===== src/rtl/sdram_arbiter.sv =====
// Two-requester arbiter in front of the byte-wide SDRAM controller: CPU (read/write)
// and video line fetch (read-only), one transaction at a time over a start/ready handshake.
module sdram_arbiter #(
   parameter int VIDEO_PRIO = 1,
   parameter int STARVE     = 4,
   parameter int TMO        = 255
) (
   input  logic        clock,
   input  logic        reset_n,
   input  logic        cpu_req,
   input  logic [31:0] cpu_addr,
   input  logic        cpu_we,
   input  logic [7:0]  cpu_wdata,
   output logic        cpu_ack,
   output logic [7:0]  cpu_rdata,
   input  logic        vid_req,
   input  logic [31:0] vid_addr,
   output logic        vid_ack,
   output logic [7:0]  vid_rdata,
   output logic [31:0] mem_address,
   output logic [7:0]  mem_wdata,
   output logic        mem_we,
   output logic        mem_start,
   input  logic        mem_ready,
   input  logic [7:0]  mem_rdata,
   output logic        grant_vid,
   output logic        timeout
);

   typedef enum logic [2:0] {IDLE, ISSUE, WAIT_LOW, WAIT_HIGH, ACK} state_t;

   localparam logic [3:0] STARVE_L = 4'(STARVE);
   localparam logic [7:0] TMO_L    = 8'(TMO);

   state_t      state, state_nx;
   logic [3:0]  run_cnt;
   logic        rr_vid;
   logic [7:0]  tmo_cnt;
   logic        pick_vid;
   logic        grant_now;
   logic        tmo_expire;

   // NOTE: every always_comb output gets a default first so no path can infer a latch.
   always_comb begin
      pick_vid = 1'b0;
      if (vid_req && !cpu_req)
         pick_vid = 1'b1;
      else if (vid_req && cpu_req)
         pick_vid = (VIDEO_PRIO != 0) ? (run_cnt != STARVE_L) : rr_vid;
   end

   // Requests are only considered while the controller reports idle, which also
   // covers a reset that landed in the middle of a controller transaction.
   assign grant_now  = (state == IDLE) && mem_ready && (cpu_req || vid_req);
   assign tmo_expire = (state == WAIT_LOW) && mem_ready && (tmo_cnt == 8'd1);

   always_comb begin
      state_nx = state;
      case (state)
         IDLE:      if (grant_now) state_nx = ISSUE;
         ISSUE:     state_nx = WAIT_LOW;
         WAIT_LOW:  if (!mem_ready) state_nx = WAIT_HIGH;
                    else if (tmo_expire) state_nx = ACK;
         WAIT_HIGH: if (mem_ready) state_nx = ACK;
         ACK:       state_nx = IDLE;
         default:   state_nx = IDLE;
      endcase
   end

   assign mem_start = (state == ISSUE);
   assign cpu_ack   = (state == ACK) && !grant_vid;
   assign vid_ack   = (state == ACK) && grant_vid;

   always_ff @(posedge clock or negedge reset_n) begin
      if (!reset_n)
         state <= IDLE;
      else
         state <= state_nx;
   end

   // NOTE: sequential state uses non-blocking assignments so all registers update from pre-edge values.
   always_ff @(posedge clock or negedge reset_n) begin
      if (!reset_n) begin
         run_cnt     <= '0;
         rr_vid      <= 1'b0;
         grant_vid   <= 1'b0;
         mem_address <= '0;
         mem_we      <= 1'b0;
         mem_wdata   <= '0;
      end else if (grant_now) begin
         grant_vid   <= pick_vid;
         rr_vid      <= !pick_vid;
         mem_address <= pick_vid ? vid_addr : cpu_addr;
         mem_we      <= !pick_vid && cpu_we;
         mem_wdata   <= pick_vid ? 8'h00 : cpu_wdata;
         if (pick_vid && cpu_req) begin
            if (run_cnt != STARVE_L)
               run_cnt <= run_cnt + 4'd1;
         end else begin
            run_cnt <= '0;
         end
      end
   end

   always_ff @(posedge clock or negedge reset_n) begin
      if (!reset_n) begin
         tmo_cnt   <= '0;
         timeout   <= 1'b0;
         cpu_rdata <= '0;
         vid_rdata <= '0;
      end else begin
         if (state == ISSUE)
            tmo_cnt <= TMO_L;
         else if (state == WAIT_LOW && mem_ready && tmo_cnt != 8'd0)
            tmo_cnt <= tmo_cnt - 8'd1;
         if (tmo_expire)
            timeout <= 1'b1;
         // Writes complete without touching the read-data holding registers.
         if (state == WAIT_HIGH && mem_ready && !mem_we) begin
            if (grant_vid)
               vid_rdata <= mem_rdata;
            else
               cpu_rdata <= mem_rdata;
         end
      end
   end

endmodule


===== config.mk =====
export PLATFORM = sky130hd
export DESIGN_NAME = sdram_arbiter
export DESIGN_NICKNAME = d
export VERILOG_FILES = /design/src/rtl/sdram_arbiter.sv
export SDC_FILE = /design/constraint.sdc
export NUM_CORES = 1
export LEC_CHECK = 0
export ABC_AREA = 0
export ABC_CLOCK_PERIOD_IN_PS = 2250
export CORE_UTILIZATION = 43
export DETAILED_ROUTE_END_ITERATION = 7
export GPL_TIMING_DRIVEN = 0
export PLACE_DENSITY = 0.9
export SKIP_CTS_REPAIR_TIMING = 1
export SYNTH_ARGS = -nofsm -noshare
export SYNTH_HDL_FRONTEND = slang
export SYNTH_SLANG_ARGS = --single-unit

===== constraint.sdc =====
create_clock -name clock -period 2.25 [get_ports clock]
set_input_delay 0.45 -clock clock [delete_from_list [all_inputs] [get_ports clock]]
set_output_delay 0.45 -clock clock [all_outputs]
set_load 0.01 [all_outputs]

==> results.cfg <==
[status]
status = finished, final reports clean

[synthesis]
syn_avg_cell_area_um2 = 10.48
synthesis.instances = 346
yosys_warnings = 0
synth_ff_type = dfrtp_1
synth_edf_count = 0
synth-seq-area-share = 0.5107
synth.cell_area_um2 = 3626
synth_cell_type_count = 54
synth_fp_nets = 437
synth_seq_cells = 74
synth-async-reset-ratio = 1.000

[global_routing]
grt_pass1_vias = 3561
track_usage = 0.2421
grt_max_degree = 75
grt_pass1_wl_um = 16620
antenna_found_initial = 0
grt_overflow = 0

[layout]
layout_commonest_cell = clkdlybuf4s50_1
antenna_cells = 0
register_area_um2 = 1852
layout_common_cells = 144 x clkdlybuf4s50_1, 74 x dfrtp_1, 35 x o21ai_0, 35 x nand3_1, 34 x a21oi_1
area_growth_pct = 50.35
multi_input_area_um2 = 1620
nNetsFinal = 595
fillerInstances = 640
drive_gt1_frac = 0.08841
instances_no_fill = 614

[clock_tree]
insertion_delay_ps = 360
cts_inserted_buffers = 9
clkTransAtPathRegs_ps = 90
clock_sinks = 74
cts_max_level = 3
cts-root-buf = clkbuf_8
clockBufferDepth = 2
cts_tree = yes

[run]
cap_violations = 0

[sta]
fin_crit_sh = 0.9781
skew_ps = 10.22
slew_headroom = 0.4308
post-route-min-period_ps = 2201
rsz0062_at_grt = false
whs_ps = 97.43
finalHoldViolations = 0
finalSetupViolCount = 0
max_freq_mhz = 454.4
slew_violations = 0
worst_pin_slew_ps = 846.0
timing.final.ws_setup_ps = 49.34

[pwr]
p_leak_nw = 2.160
powerDensity_nw_per_um2 = 1149
total_power_mw = 6.266
ir_drop_v = 0.0006038

[worst_hold_path]
min_path_type = input port to asynchronous set/reset pin

[detailed_routing]
first_pass_iters = 4
initialDrtViolationCount = 142
avgRoutedWirePerCell_um = 16.56
vias_per_cell = 5.647
antenna_left = 0
vias = 3467
routed_wl_um = 10170
drc = 0

[die]
dieArea_um2 = 8804
rows = 33
core_region_area_um2 = 8175
dieHeight_um = 93.83
pin_count = 148
die_w_um = 93.83
start_util = 0.4435

[placed_design]
place_inst = 599
routabilityCongestion = 0.8296
hpwl_um = 7368
io_buffers = 147
post-place-ws_ps = -192.5

[worst_setup_path]
worstPathRequired_ps = 1800
worstSetupEndpointType = output port
setup.worst_path.class = flip-flop to output port
start_kind = flip-flop
cp.arrival_ps = 1750
cp_max_fo = 9
through the flow:
| step | utilization | cell area, um^2 | TNS (ps) |
|---|---|---|---|
| after floorplan | - | 3626 | 0 |
| after global placement | 0.6396 | 5229 | -133560 |
| after detailed placement | 0.6426 | 5254 | -6058 |
| after CTS | 0.6653 | 5439 | -492.0 |
| after global routing | 0.6668 | 5451 | 0 |
| final | 0.6668 | 5451 | 0 |
registers in the layout, summed over array words and instances (netlist names):
register,cells
cpu_rdata,8
grant_vid,1
mem_address,32
mem_wdata,8
mem_we,1
run_cnt,4
state,3
timeout,1
tmo_cnt,8
vid_rdata,8
cells by family (layout without fill, tap and decap cells):
kind of cell | Yosys count | in the layout | share of synthesized area
compound gates | 130 | 130 | 0.2198
fa+ha+maj | 5 | 5 | 0.01725
buf+inv | 39 | 202 | 0.04486
flops | 74 | 74 | 0.5107
mux | 19 | 19 | 0.06626
simple gates | 79 | 79 | 0.1411
path summary, 6_finish.rpt:
path	slack, ps	startpoint	end	cells past startpoint
worst max-delay path	50	state[0]	vid_ack	4
worst min-delay path	100	reset_n	cpu_rdata[3]	2
worst max register to register	280	run_cnt[0]	mem_wdata[6]	5
worst min register to register	490	cpu_rdata[0]	cpu_rdata[0]	1
max in group asynchronous	1850	reset_n	mem_address[31]	2
min in group clock	490	cpu_rdata[0]	cpu_rdata[0]	1
cell usage after synthesis (4+ instances only):
cell type   n  area share
dfrtp_1    74        0.51
buf_2       4      0.0055
ha_1        5       0.017
a31oi_1    33       0.057
o21ai_0    35       0.048
mux2_1      8       0.025
nand3_1    35       0.048
nor2_1     10       0.010
inv_1       9      0.0093
a21oi_1    34       0.047
o211ai_1    4      0.0083
clkbuf_1   23       0.024
mux2_4      8       0.033
a22o_1      9       0.022
critical path, stage by stage, from the launching register on:
cell             delay (ps)
dfrtp_1                 370
clkbuf_4                200
nor2_1                  130
and3_1                  170
clkdlybuf4s50_1         540
final cells by class:
class,instances,share of cell area
flip-flops and latches,74,0.3397
multi-input cells,233,0.2972
repair buffers,148,0.2754
well taps,105,0.02410
clock buffers,9,0.02272
plain buffers,28,0.02272
clock inverters,7,0.01125
inverters,10,0.006885
power by group:
group	leakage (nW)	internal, mW	switching [mW]	total, mW
combinational	1.21	1.67	1.28	2.95
clock	0.0888	0.421	0.562	0.983
sequential	0.862	1.93	0.405	2.33
routing by layer:
metal | track usage | vias to the layer above | part of all wire
met2 | 0.4075 | 146 | 0.50
met4 | 0.1000 | 0 | 0.023
met1 | 0.2882 | 1679 | 0.41
li1 | - | 1619 | -
met5 | 0 | - | 0
met3 | 0.07120 | 23 | 0.071
No activity file was read; power rests on OpenSTA's default activity.
